## config.mk

```make
export PLATFORM = sky130hd
export DESIGN_NAME = regfile_mp
export DESIGN_NICKNAME = d
export VERILOG_FILES = /design/src/rtl/regfile_mp.sv
export SDC_FILE = /design/constraint.sdc
export NUM_CORES = 1
export LEC_CHECK = 0
export BUFFER_PORTS_ARGS = -buffer_cell sky130_fd_sc_hd__buf_4
export CAP_MARGIN = 10
export CORE_ASPECT_RATIO = 0.6
export CORE_MARGIN = 5
export CORE_UTILIZATION = 45
export CTS_CLUSTER_DIAMETER = 60
export CTS_CLUSTER_SIZE = 16
export DETAILED_ROUTE_END_ITERATION = 16
export GPL_TIMING_DRIVEN = 0
export PLACE_DENSITY_LB_ADDON = 0.05
export SYNTH_ARGS = -nofsm -noshare
export SYNTH_HDL_FRONTEND = slang
export SYNTH_SLANG_ARGS = --single-unit
```

## constraint.sdc

```tcl
create_clock -name clk -period 3.2 [get_ports clk]
set_clock_uncertainty 0.1 [all_clocks]
set_input_delay 0.16 -clock clk [delete_from_list [all_inputs] [get_ports clk]]
set_output_delay 0.16 -clock clk [all_outputs]
set_load 0.03 [all_outputs]
```

## src/rtl/regfile_mp.sv

```systemverilog
// regfile_mp: multi-read-port integer register file with a pending-write
// scoreboard and a self-clearing initialisation sequencer.
// Optional feature macro: REGFILE_BYPASS_EN (same-cycle writeback forwarding).
module regfile_mp #(
    parameter int unsigned XLEN     = 32,
    parameter int unsigned DEPTH    = 32,
    parameter int unsigned ADDR_W   = 5,
    parameter int unsigned NUM_RD   = 2,
    parameter bit          ZERO_REG = 1'b1
) (
    input  logic                       clk,
    input  logic                       rst_n,
    input  logic [NUM_RD*ADDR_W-1:0]   rd_addr,
    output logic [NUM_RD*XLEN-1:0]     rd_data,
    output logic [NUM_RD-1:0]          rd_valid,
    input  logic [ADDR_W-1:0]          rsv_addr,
    input  logic                       rsv_en,
    input  logic [ADDR_W-1:0]          wr_addr,
    input  logic [XLEN-1:0]            wr_data,
    input  logic                       wr_en,
    output logic                       init_busy
);

    typedef enum logic {
        INIT,
        RUN
    } state_t;

    localparam logic [ADDR_W-1:0] LAST_PTR = ADDR_W'(DEPTH - 1);

    state_t              state_q, state_d;
    logic [ADDR_W-1:0]   ptr_q, ptr_d;
    logic [XLEN-1:0]     regs [DEPTH];
    logic [DEPTH-1:0]    pending;
    logic                run;
    logic                wr_ok;
    logic                rsv_ok;

    // True for addresses backed by real storage (in range and not the hardwired zero register)
    function automatic logic addr_ok(input logic [ADDR_W-1:0] a);
        logic in_range;
        in_range = ({1'b0, a} < (ADDR_W + 1)'(DEPTH));
        return in_range && !(ZERO_REG && (a == '0));
    endfunction

    assign run    = (state_q == RUN);
    assign wr_ok  = run && wr_en  && addr_ok(wr_addr);
    assign rsv_ok = run && rsv_en && addr_ok(rsv_addr);

    // State register and clear pointer; reset from any state restarts the clear at entry 0
    always_ff @(posedge clk) begin
        if (!rst_n) begin
            state_q <= INIT;
            ptr_q   <= '0;
        end else begin
            state_q <= state_d;
            ptr_q   <= ptr_d;
        end
    end

    // Next-state: walk every entry once in INIT, then settle in RUN
    always_comb begin
        state_d   = state_q;
        ptr_d     = ptr_q;
        init_busy = 1'b0;
        unique case (state_q)
            INIT: begin
                init_busy = 1'b1;
                if (ptr_q == LAST_PTR) begin
                    state_d = RUN;
                    ptr_d   = '0;
                end else begin
                    ptr_d = ptr_q + 1'b1;
                end
            end
            RUN: begin
                state_d = RUN;
            end
            default: begin
                state_d = INIT;
                ptr_d   = '0;
            end
        endcase
    end

    // Storage: cleared one entry per cycle in INIT, written back in RUN
    always_ff @(posedge clk) begin
        if (rst_n) begin
            if (state_q == INIT) begin
                regs[ptr_q] <= '0;
            end else if (wr_ok) begin
                regs[wr_addr] <= wr_data;
            end
        end
    end

    // Scoreboard: writeback clears, reserve sets; reserve applied last so it wins on a collision
    always_ff @(posedge clk) begin
        if (!rst_n) begin
            pending <= '0;
        end else begin
            if (wr_ok) begin
                pending[wr_addr] <= 1'b0;
            end
            if (rsv_ok) begin
                pending[rsv_addr] <= 1'b1;
            end
        end
    end

    // Combinational read ports
    always_comb begin
        logic [ADDR_W-1:0] a;
        a        = '0;
        rd_data  = '0;
        rd_valid = '0;
        for (int unsigned i = 0; i < NUM_RD; i++) begin
            a = rd_addr[i*ADDR_W +: ADDR_W];
            if (run) begin
                if (!addr_ok(a)) begin
                    rd_data[i*XLEN +: XLEN] = '0;
                    rd_valid[i]             = 1'b1;
                end else begin
                    rd_data[i*XLEN +: XLEN] = regs[a];
                    rd_valid[i]             = ~pending[a];
`ifdef REGFILE_BYPASS_EN
                    // Forward the writeback; a same-cycle reserve keeps validity tied to the scoreboard
                    if (wr_ok && (a == wr_addr)) begin
                        rd_data[i*XLEN +: XLEN] = wr_data;
                        if (!(rsv_ok && (rsv_addr == wr_addr))) begin
                            rd_valid[i] = 1'b1;
                        end
                    end
`endif
                end
            end
        end
    end

endmodule

```

# --- After elaboration in Yosys (flattened, before gate mapping) ---
# Memories as Yosys holds them, arrays and structs flattened.
# Cells that the tools add are included.
classes:
  add_sub_neg: 1
  magnitude_cmp: 6
  n_eq_ne: 1
  n_mux: 32
  bitwise: 6
  n_reduce_logical: 13
op_table:
  columns: ["op", "count"]
  rows:
  - ["32-bit 2-to-1 mux", 8]
  - ["32-bit bitwise AND", 1]
  - ["32-bit inverter", 1]
  - ["32-bit OR", 1]
  - ["32-bit OR reduction", 1]
  - ["5-bit by 6-bit < comparator with 1-bit output (second input constant)", 4]
  - ["5-bit zero test", 4]
  - ["1-bit 2-to-1 mux", 17]
  - ["1-bit binary-select mux with 5-bit select", 2]
  - ["1-bit demux with 5-bit select", 2]
  - ["5-bit by 1-bit >= comparator with 1-bit output (second input constant)", 2]
  - ["5-bit 2-to-1 mux", 2]
  - ["1-bit logical AND", 6]
  - ["5-bit by 1-bit adder with 5-bit output (second input constant)", 1]
  - ["5-bit equality test (second input constant)", 1]
  - ["1-bit inverter", 3]
  - ["1-bit zero test", 2]
  - ["1-bit one-hot mux with 2 select lines", 1]
word_totals:
  register_bits: 38
  ram_bits: 1024
  inputBits: 56
  output_inout_bits: 67
  word_cells: 63
  mem_count: 1
mem_list:
  columns: ["name", "depth", "width", "rd", "rd_ports_with_merged_regs", "write_ports", "line_no", "source"]
  rows:
  - ["regs", 32, 32, 2, 0, 1, "33", "logic [XLEN-1:0] regs [DEPTH];"]

# --- Logic depth before layout (Yosys ltp) ---
depth:
  depth_word: 10
  mapped_depth: 8
  mapped_depth_nobuf: 6

# --- Worst setup path before layout ---
# No wires, ideal clock.
synth_timing:
  path_kind: "flip-flop to flip-flop"
  from: "register state_q, in the netlist run"
  to: "memory regs[21][0] (enable)"
  setup_ns: 0.421
  arrival_time_ns: 2.918
  required_ns: 2.679
  path_slack_ns: -0.239
  stages_incl_launch_ff: 7
  path_buffers: 2
  synth_period_minus_slack_ns: 3.439
  path_cell_list: "dfxtp_1 -> clkbuf_1 -> o2111a_1 -> buf_2 -> mux2i_1 -> nand3_1 -> nor2_1"
synth_via:
  elab_chain_len: 8
  elab_cells_between_ends: 12
  classes_between: "mux (9); reduce/logical (3)"
synth_lines:
  columns: ["item", "line_no", "source"]
  rows:
  - ["start: declaration", "31", "state_t state_q, state_d;"]
  - ["start signal: assignment", "56", "state_q <= state_d;"]
  - ["1-bit logical AND (2 in a row)", "47", "assign wr_ok = run && wr_en && addr_ok(wr_addr);"]
  - ["1-bit 2-to-1 mux", "91", "end else if (wr_ok) begin"]
  - ["1-bit 2-to-1 mux", "89", "if (state_q == INIT) begin"]
  - ["1-bit 2-to-1 mux", "88", "if (rst_n) begin"]
  - ["1-bit 2-to-1 mux (not written as such)", "92", "regs[wr_addr] <= wr_data;"]
  - ["32-bit OR reduction (no source line)", null, null]
  - ["5-bit 2-to-1 mux (no source line) or 1-bit 2-to-1 mux (tied branches)", null, null]
  - ["end: declaration", "33", null]
# Several ways; a longest one is shown, not always the timed one.

# --- Worst setup path in the final report ---
layout_timing:
  from: "input rd_addr[1]"
  to: "output rd_data[29]"
layout_via:
  elab_chain_len: 3
  elab_cells_between_ends: 4
  classes_between: "mux (2); reduce/logical (1); memory (1)"
layout_lines:
  columns: ["item", "line_no", "source"]
  rows:
  - ["start: declaration", "13", "input logic [NUM_RD*ADDR_W-1:0] rd_addr,"]
  - ["memory 32 x 32 bit or 5-bit zero test (tied branches)", null, null]
  - ["32-bit 2-to-1 mux (*)", "120", "if (!addr_ok(a)) begin"]
  - ["32-bit 2-to-1 mux (*)", "119", "if (run) begin"]
  - ["end: declaration", "14", "output logic [NUM_RD*XLEN-1:0] rd_data,"]
# Mark *: on every way between the ends. The rest lies on a longest branch, timed or not.

==> flow_summary.ini <==
[status]
violations = negative setup slack
outcome = finished with violations

[global_routing]
grt-ovfl-total = 0
grt_pass1_vias = 28700
grtUsageTotal_pct = 29.1
antenna_found_initial = 8
grt_start_max_net_pins = 33
grt_pass1_wl_um = 231000

[logic_synthesis]
avgSynthCellArea_um2 = 20.9
ys.flop_type = edfxtp_1
netlist_instances = 2384
synth_seq_cells = 1062
yosysWarnings = 0
synth.distinct_cells = 36
yosysSeqAreaShare_pct = 63.4
synth_edf_count = 1024
syn-num-nets = 2442
synthArstFlopShare_pct = 0
netlist_area_mm2 = 0.0497

[drt]
drtAntennaViolNets = 0
wl_per_cell_um = 40.2
post-route-drc-count = 0
wl_um = 170000
drt-pass1-iter-count = 6
viasPerCell = 6.77
vias = 28600
drtIter0Drc = 4192

[timing]
report.final.setup_viol = 2
tightestPinTransition_ps = 1150
max_freq_mhz = 309
setup_ws_ps = -33.9
period_share_pct = 101
finalMaxSlewViolations = 0
max_slew_margin_pct = 23.5
finalHoldViolCount = 0
holdWs_ps = 34.0
grt_setup_unrepaired = false
fin_crit_ps = 3230
tns_ps = -66.6

[layout]
post-route-util_pct = 52.1
layout-drive-gt1-share_pct = 42.5
nets = 2760
final_area_mm2 = 0.0571
final_cells = 4220
final_cell_mix = edfxtp_1, mux4_2, buf_4
area_growth_pct = 14.9
layout_commonest_cell = edfxtp_1

[power_and_ir_drop]
leakagePower_nw = 15.5
finalPower_mw = 26.4
switching_share_pct = 22.8
p_sw_mw = 6.02
combPwrFrac_pct = 6.8
pwr-share-seq_pct = 57.2
p_clk_share_pct = 36.0
internal_power_mw = 20.4
irDropWorstVdd_mv = 0.362
power_density_mw_per_mm2 = 463

[floorplanning]
start_util_pct = 45.4
die_x_um = 439
core-area_mm2 = 0.110
die_area_mm2 = 0.117
die_h_um = 267
io_pins = 123
num_rows = 94

[run]
cap_violations = 0

[clock_network]
clockRootBuffer = clkbuf_16
clock_sinks = 1062
cts_tree = done
cts.path.max_buffers = 3
clk_latency_ps = 700
clk_pin_slew_worst_paths_ps = 80
cts_buffers = 77
cts_max_level = 3

[critical_path]
arrival_ps = 2970
critPathMaxFanout = 10
crit_type = in -> out
worstSetupEndpointType = primary output
required_ps = 2940
start_kind = input port
rr_startpoint = run
r2r_setup_slack_ps = 80
startpoint = rd_addr[1]

[placement]
gp_congestion = 0.946
dpl.hpwl_um = 118000
dpl_worst_slack_ps = -768
dp_cells = 4024
port_buffers = 115
place_area_mm2 = 0.0534

[worst_hold_path]
min_path_type = in -> reg
worstHoldStart = wr_data[26]
[path summary, 6_finish.rpt]
check | endpoint | cells after the start
worst max-delay path | rd_data[29] | 9
worst min-delay path | regs[11][26] | 2
worst max register to register | regs[15][9] | 6
worst min register to register | pending[0] | 1
[worst max-delay path, stage by stage]
cell      delay [ps]
buf_4            110
clkbuf_2         290
buf_4            340
buf_2            560
mux4_2           390
mux4_2           610
nand3_1          160
o21ai_1          130
buf_4            210
[timing repair]
| action | CTS | global route |
|---|---|---|
| setup buffers | 41 | 0 |
| setup endpoints to repair | 1986 | 220 |
| hold endpoints to repair | 36 | 41 |
| hold buffers | 25 | 5 |
| resized for setup | 100 | 20 |
| pin swaps | 32 | 0 |
[sequential cells by signal, indices dropped and copies added (netlist names)]
register,cells
regs,1024
pending,32
ptr_q,5
run,1
[layout make-up]
cell class	count	area [µm²]
multi-input cells	1066	17300
repair buffers	241	2890
flip-flops and latches	1062	31500
diodes	5	12.5
clock buffers	95	2070
inverters	69	259
well taps	1488	1860
clock inverters	9	96.3
plain buffers	185	1090
fillers	8591	52500
[layer usage]
metal	up-vias	wire length, µm	track usage, %
met5	-	307	1.85
met4	4	5400	8.17
met3	263	22600	11.6
met2	1798	72700	41.1
met1	15600	68800	41.9
li1	10900	-	-
[Yosys cell counts, types with 2 or more instances]
master    count  area (µm²)
edfxtp_1   1024       30700
mux4_2      653       14700
nand3_1      82         410
clkbuf_1     71         267
inv_1        69         259
o21ai_1      65         325
buf_2        52         260
nor2_1       47         176
nand2_1      46         173
dfxtp_1      38         761
a21boi_0     34         255
o21ai_0      34         170
and2_1       33         206
buf_1        28         105
buf_4        22         165
mux2i_1      19         190
buf_6        14         158
nor2b_1      10        62.6
a31oi_1       6        37.5
mux2_2        6        67.6
nand2b_1      5        31.3
nor3_1        3        15.0
or3_1         3        18.8
a21oi_1       2        10.0
and3_1        2        12.5
ha_1          2        25.0
nor4_1        2        12.5
o2111a_1      2        22.5
o21a_1        2        15.0
or2_1         2        12.5
[power by group through the flow]
stage	combinational (mW)	sequential (mW)	clock, mW
after global placement	1.70	15.4	0
after detailed placement	1.75	15.4	0
after floorplan	1.02	15.4	0
after global routing	1.88	15.1	10.2
after CTS	1.79	15.1	9.64
final	1.80	15.1	9.52
[logic make-up after synthesis]
family          synth area share, %
compound gates                 1.70
fa+ha+maj                    0.0503
buf+inv                        2.44
flops                          63.4
mux                            30.1
simple gates                   2.35
(Power assumes the default switching activity.)
